==> config.mk <==
export PLATFORM = sky130hd
export DESIGN_NAME = noc_router_rr
export DESIGN_NICKNAME = d
export VERILOG_FILES = /design/src/rtl/noc_pkg.sv /design/src/rtl/router_fifo.sv /design/src/rtl/noc_router_rr.sv
export SDC_FILE = /design/constraint.sdc
export NUM_CORES = 1
export LEC_CHECK = 0
export ABC_AREA = 1
export BUFFER_PORTS_ARGS = -buffer_cell sky130_fd_sc_hd__buf_2
export CORE_MARGIN = 4
export CORE_UTILIZATION = 59
export CTS_CLUSTER_SIZE = 40
export DETAILED_ROUTE_END_ITERATION = 10
export PLACE_DENSITY = 0.83
export SLEW_MARGIN = 10
export SYNTH_ARGS = -nofsm -noshare
export SYNTH_HDL_FRONTEND = slang
export SYNTH_SLANG_ARGS = --single-unit
==> constraint.sdc <==
create_clock -name clk -period 4.18 [get_ports clk]
set_clock_uncertainty 0.2 [all_clocks]
set_input_delay 1.254 -clock clk [delete_from_list [all_inputs] [get_ports clk]]
set_output_delay 1.254 -clock clk [all_outputs]
set_load 0.02 [all_outputs]
==> src/rtl/noc_pkg.sv <==
// Shared helpers for the round-robin NoC router: header slicing and
// round-robin index stepping.
package noc_pkg;

    // Width of the destination field needed to name NPORT channels.
    function automatic int calc_pw(input int nport);
        return (nport <= 2) ? 1 : $clog2(nport);
    endfunction

    // The destination field sits in the topmost bits of the flit.
    function automatic int dest_msb(input int wd);
        return wd - 1;
    endfunction

    // Next index in a wrapping 0..n-1 priority ring.
    function automatic int rr_next(input int cur, input int n);
        return (cur + 1 >= n) ? 0 : cur + 1;
    endfunction

endpackage

==> src/rtl/router_fifo.sv <==
// Per-input synchronous FIFO: registered count drives full/empty and the
// head entry is visible combinationally.
module router_fifo #(
    parameter  int WD    = 40,
    parameter  int DEPTH = 4,
    localparam int AW    = (DEPTH > 1) ? $clog2(DEPTH) : 1
) (
    input  logic          clk,
    input  logic          rst_n,
    input  logic          wr_en,
    input  logic [WD-1:0] wr_data,
    input  logic          rd_en,
    output logic [WD-1:0] head,
    output logic          full,
    output logic          empty
);

    logic [WD-1:0] mem [DEPTH];
    logic [AW-1:0] wr_ptr;
    logic [AW-1:0] rd_ptr;
    logic [AW:0]   count;
    logic          push;
    logic          pop;

    assign full  = (count == (AW+1)'(DEPTH));
    assign empty = (count == '0);
    assign head  = mem[rd_ptr];

    // A write that arrives while full is dropped even if a pop frees a slot
    // on the same edge.
    assign push = wr_en && !full;
    assign pop  = rd_en && !empty;

    always_ff @(posedge clk or negedge rst_n) begin
        if (!rst_n) begin
            wr_ptr <= '0;
            rd_ptr <= '0;
            count  <= '0;
        end else begin
            if (push) wr_ptr <= wr_ptr + 1'b1;
            if (pop)  rd_ptr <= rd_ptr + 1'b1;
            case ({push, pop})
                2'b10:   count <= count + 1'b1;
                2'b01:   count <= count - 1'b1;
                default: count <= count;
            endcase
        end
    end

    always_ff @(posedge clk) begin
        if (push) mem[wr_ptr] <= wr_data;
    end

endmodule

==> src/rtl/noc_router_rr.sv <==
// NPORT x NPORT single-flit router: input FIFOs, per-output round-robin
// arbitration with downstream backpressure, and illegal-destination drops.
module noc_router_rr
    import noc_pkg::*;
#(
    parameter int WD    = 40,
    parameter int NPORT = 3,
    parameter int DEPTH = 4,
    parameter int PW    = calc_pw(NPORT)
) (
    input  logic                clk,
    input  logic                rst_n,
    input  logic [NPORT-1:0]    in_wr_en,
    input  logic [NPORT*WD-1:0] in_data,
    output logic [NPORT-1:0]    in_full,
    output logic [NPORT-1:0]    out_wr_en,
    output logic [NPORT*WD-1:0] out_data,
    input  logic [NPORT-1:0]    out_next_full,
    output logic [NPORT-1:0]    drop_err
);

    localparam int DEST_MSB = dest_msb(WD);

    logic [WD-1:0]    head     [NPORT];
    logic [PW-1:0]    dest     [NPORT];
    logic [NPORT-1:0] empty;
    logic [NPORT-1:0] legal;
    logic [NPORT-1:0] drop_now;
    logic [NPORT-1:0] pop;

    logic [NPORT-1:0] req      [NPORT];
    logic [NPORT-1:0] grant    [NPORT];
    logic [NPORT-1:0] gnt_any;
    logic [PW-1:0]    gnt_idx  [NPORT];
    logic [PW-1:0]    ptr      [NPORT];

    for (genvar i = 0; i < NPORT; i++) begin : g_in
        router_fifo #(
            .WD    (WD),
            .DEPTH (DEPTH)
        ) u_fifo (
            .clk     (clk),
            .rst_n   (rst_n),
            .wr_en   (in_wr_en[i]),
            .wr_data (in_data[i*WD +: WD]),
            .rd_en   (pop[i]),
            .head    (head[i]),
            .full    (in_full[i]),
            .empty   (empty[i])
        );

        assign dest[i]     = head[i][DEST_MSB -: PW];
        assign legal[i]    = (int'(dest[i]) < NPORT);
        assign drop_now[i] = !empty[i] && !legal[i];
    end

    // Each input has one head, so it requests at most one output per cycle.
    for (genvar j = 0; j < NPORT; j++) begin : g_req
        for (genvar i = 0; i < NPORT; i++) begin : g_src
            assign req[j][i] = !empty[i] && legal[i] && (int'(dest[i]) == j);
        end
    end

    // Search starts just after the last winner and wraps around the ring.
    always_comb begin
        logic [PW-1:0] idx;
        for (int j = 0; j < NPORT; j++) begin
            grant[j]   = '0;
            gnt_any[j] = 1'b0;
            gnt_idx[j] = '0;
            idx        = PW'(rr_next(int'(ptr[j]), NPORT));
            for (int k = 0; k < NPORT; k++) begin
                if (!out_next_full[j] && !gnt_any[j] && req[j][idx]) begin
                    grant[j][idx] = 1'b1;
                    gnt_any[j]    = 1'b1;
                    gnt_idx[j]    = idx;
                end
                idx = PW'(rr_next(int'(idx), NPORT));
            end
        end
    end

    always_comb begin
        pop = drop_now;
        for (int j = 0; j < NPORT; j++) begin
            pop = pop | grant[j];
        end
    end

    always_ff @(posedge clk or negedge rst_n) begin
        if (!rst_n) begin
            for (int j = 0; j < NPORT; j++) begin
                ptr[j] <= PW'(NPORT - 1);
            end
            out_wr_en <= '0;
            out_data  <= '0;
            drop_err  <= '0;
        end else begin
            drop_err <= drop_now;
            for (int j = 0; j < NPORT; j++) begin
                out_wr_en[j] <= gnt_any[j];
                if (gnt_any[j]) begin
                    ptr[j]                <= gnt_idx[j];
                    out_data[j*WD +: WD]  <= head[gnt_idx[j]];
                end
            end
        end
    end

endmodule

==> impl_metrics.tcl <==
set metrics [dict create \
    placedInstanceArea_sq_um 28600 \
    synth_area_sq_um 26800 \
    dieArea_sq_um 48900 \
    maxCapViolCount 0 \
    cp_common_cell "nand2_1" \
    power_mw 29.3 \
    tightestPinTransition_ns 1.20 \
    synth.most_common_cell "nand2_1" \
    synthArstFlopShare_pct 24.2 \
    ioPinCount 257 \
    hold_class "reg -> reg" \
    holdWs_ns 0.272 \
    cts_max_path_buffers 3 \
    critical_path_class "reg -> reg" \
    fin_nets 2729 \
    clk_pin_slew_ns 0.06 \
    fp.dieH_um 221 \
    drive_above_1_share_pct 17.7 \
    worst-path-buf-inv 3 \
    gp_congestion 0.895 \
    slowest_delay_ns 0.44 \
    core-area_sq_um 44600 \
    hold_viol 0 \
    power.density_nw_per_um2 955 \
    place_inst 3107 \
    cts_setup_buffers 0 \
    power.leakage_nw 12.4 \
    drc_errors 0 \
    cp_top_family "simple AND/OR/NAND/NOR gates" \
    ys_types 41 \
    n_fill_cell 3064 \
    status "completed" \
    synth_area_leaders "edfxtp_1 (54%), dfrtp_1 (14%), nand2_1 (11%)" \
    synth-seq-cells 633 \
    numCtsBuffers 66 \
    cts_sinks 633 \
    start_kind "flop" \
    fin_crit_ns 3.59 \
    grt_antenna_before_repair 12 \
    grt_max_degree 79 \
    ys_seq_area_share_pct 68.0 \
    r2r_setup_slack_ns 0.59 \
    postRouteAntennaNets 0 \
    htreeDepth 3 \
    fin_util_pct 68.8 \
    overflow 0 \
    firstDrtPassIters 7 \
    yosysTopAreaCell "edfxtp_1" \
    wl_um 75800 \
    die_width_um 221 \
    slew_headroom_pct 19.5 \
    cp_slowest_cell "dfrtp_2" \
    grt_pass1_wl_um 114000 \
    irDropWorstVdd_mv 0.617 \
    whs_path_depth 1 \
    cts_resized 0 \
    cts_hold_buf 0 \
    synth_commonest_cells "nand2_1 (806), edfxtp_1 (480), dfrtp_1 (150), a21oi_1 (142), nand3_1 (135)" \
    num_rows 77 \
    synth_nets 2503 \
    setup-violations-final 0 \
    synth.avg_cell_area_sq_um 11.4 \
    synth.top_cell.area_share_pct 53.7 \
    regToRegStartpoint "g_in[2].u_fifo.rd_ptr[0]" \
    initial_core_util_pct 60.1 \
    hold_end "out_data[78]" \
    viasPerCell 6.14 \
    postLayoutSetupSlackWorst_ns 0.586 \
    yosysWarnings 0 \
    path_max_fanout 18 \
    root_buffer "clkbuf_16" \
    grt_use_total_pct 30.3 \
    areaGrowthSynthToFinish_pct 14.4 \
    cp.arrival_ns 3.88 \
    grt_setup_unrepaired "false" \
    hpwl_um 49600 \
    stdcell_count 3229 \
    hp-start "out_data[78]" \
    tns_ns 0 \
    final_area_sq_um 30700 \
    slew_violations 0 \
    place.port_buffers 256 \
    cts_tree "yes" \
    end_kind "flop" \
    required_ns 4.47 \
    grt_pass1_vias 19000 \
    post_synth_inst_count 2357 \
    fin_crit_sh_pct 86.0 \
    fmax_ghz 0.278 \
    path_cells "inv_2 > nand2_1 > nand2_1 > nand2_1 > nand2_1 > nand3_1 > nand2_1 > nand3_1 > nand3_1 > nand2_1 > inv_2 > nand2_1 > nor2_1 > nand2_1 > ha_1 > inv_1 > fa_1 > o21ai_0" \
    first_iter_violations 2418 \
    synthFlopType "edfxtp_1" \
    reg2regPathDepth 18 \
    r2r-end "g_in[1].u_fifo.count[1]" \
    synth_edf_count 480 \
    vias 19800 \
    dp_slack_ns 0.473 \
    wl_per_cell_um 23.5 \
    clk_latency_ns 0.60 \
]
layout make-up:
| type | instances | area (sq um) | area share, % |
|---|---|---|---|
| diodes | 6 | 15.0 | 0.0489 |
| clock buffers | 92 | 1880 | 6.14 |
| clock inverters | 24 | 208 | 0.677 |
| inverters | 98 | 370 | 1.21 |
| multi-input cells | 1486 | 7600 | 24.8 |
| flip-flops and latches | 633 | 18300 | 59.4 |
| well taps | 592 | 741 | 2.41 |
| repair buffers | 298 | 1630 | 5.30 |
sequential cells by signal, indices dropped and copies added (netlist names):
name,flops
drop_err,3
g_in.u_fifo.count,9
g_in.u_fifo.mem,480
g_in.u_fifo.rd_ptr,6
g_in.u_fifo.wr_ptr,6
out_data,120
out_wr_en,3
ptr,6
power breakdown:
group	internal, mW	switching, mW	leakage (nW)
registers	8.71	0.983	6.22
logic	3.97	9.98	5.20
clock network	3.34	2.33	1.03
total	16.0	13.3	12.4
cells in the final DEF (no fill, tap or decap), types with 4 or more instances in the layout:
cell and n:
o22ai_1 4, or2_0 5, ha_1 15, clkinv_2 10, a32o_1 76, nand3_2 9, diode_2 6, clkinv_1 8
nor2_4 16, clkbuf_1 17, inv_1 79, buf_2 255, nand2_2 8, o21ai_0 15, clkbuf_16 70, nand3_1 135
a21oi_1 142, dfrtp_1 147, nor2_1 58, a22oi_1 91, nor2_2 7, clkbuf_8 5, edfxtp_1 480, nand2_1 806
xor2_1 9, inv_2 17, nand4_1 33, a32oi_1 34, buf_4 40
cell families after synthesis:
kind of cell | share of synthesized area (%)
XOR/XNOR | 0.392
AND/OR/NAND/NOR | 17.1
flip-flops | 68.0
adder cells (fa/ha/maj) | 0.924
AO/OA/AOI/OAI | 9.61
buffers and inverters | 4.00
metal layers:
layer | vias to the layer above | wire (um) | part of all wire (%) | GRT usage (%)
met2 | 1170 | 35500 | 47 | 48.6
li1 | 8810 | - | - | -
met1 | 9556 | 27700 | 37 | 38.7
met4 | 16 | 4540 | 6.0 | 15.7
met3 | 264 | 7900 | 10 | 7.41
met5 | - | 126 | 0.17 | 0
worst max path at each step:
stage	startpoint	end	slack, ns	depth (start not counted)
floorplan	in_wr_en[2]	g_in[2].u_fifo.mem[0][0]	0.40	2
global placement	out_next_full[2]	g_in[2].u_fifo.count[2]	0.42	16
detailed placement	out_next_full[0]	g_in[2].u_fifo.count[2]	0.47	16
CTS	g_in[2].u_fifo.rd_ptr[0]	g_in[1].u_fifo.count[1]	0.62	18
global route	g_in[0].u_fifo.rd_ptr[1]	g_in[2].u_fifo.count[2]	0.21	19
finish	g_in[2].u_fifo.rd_ptr[0]	g_in[1].u_fifo.count[1]	0.59	18
No activity file was read; power rests on OpenSTA's default activity.
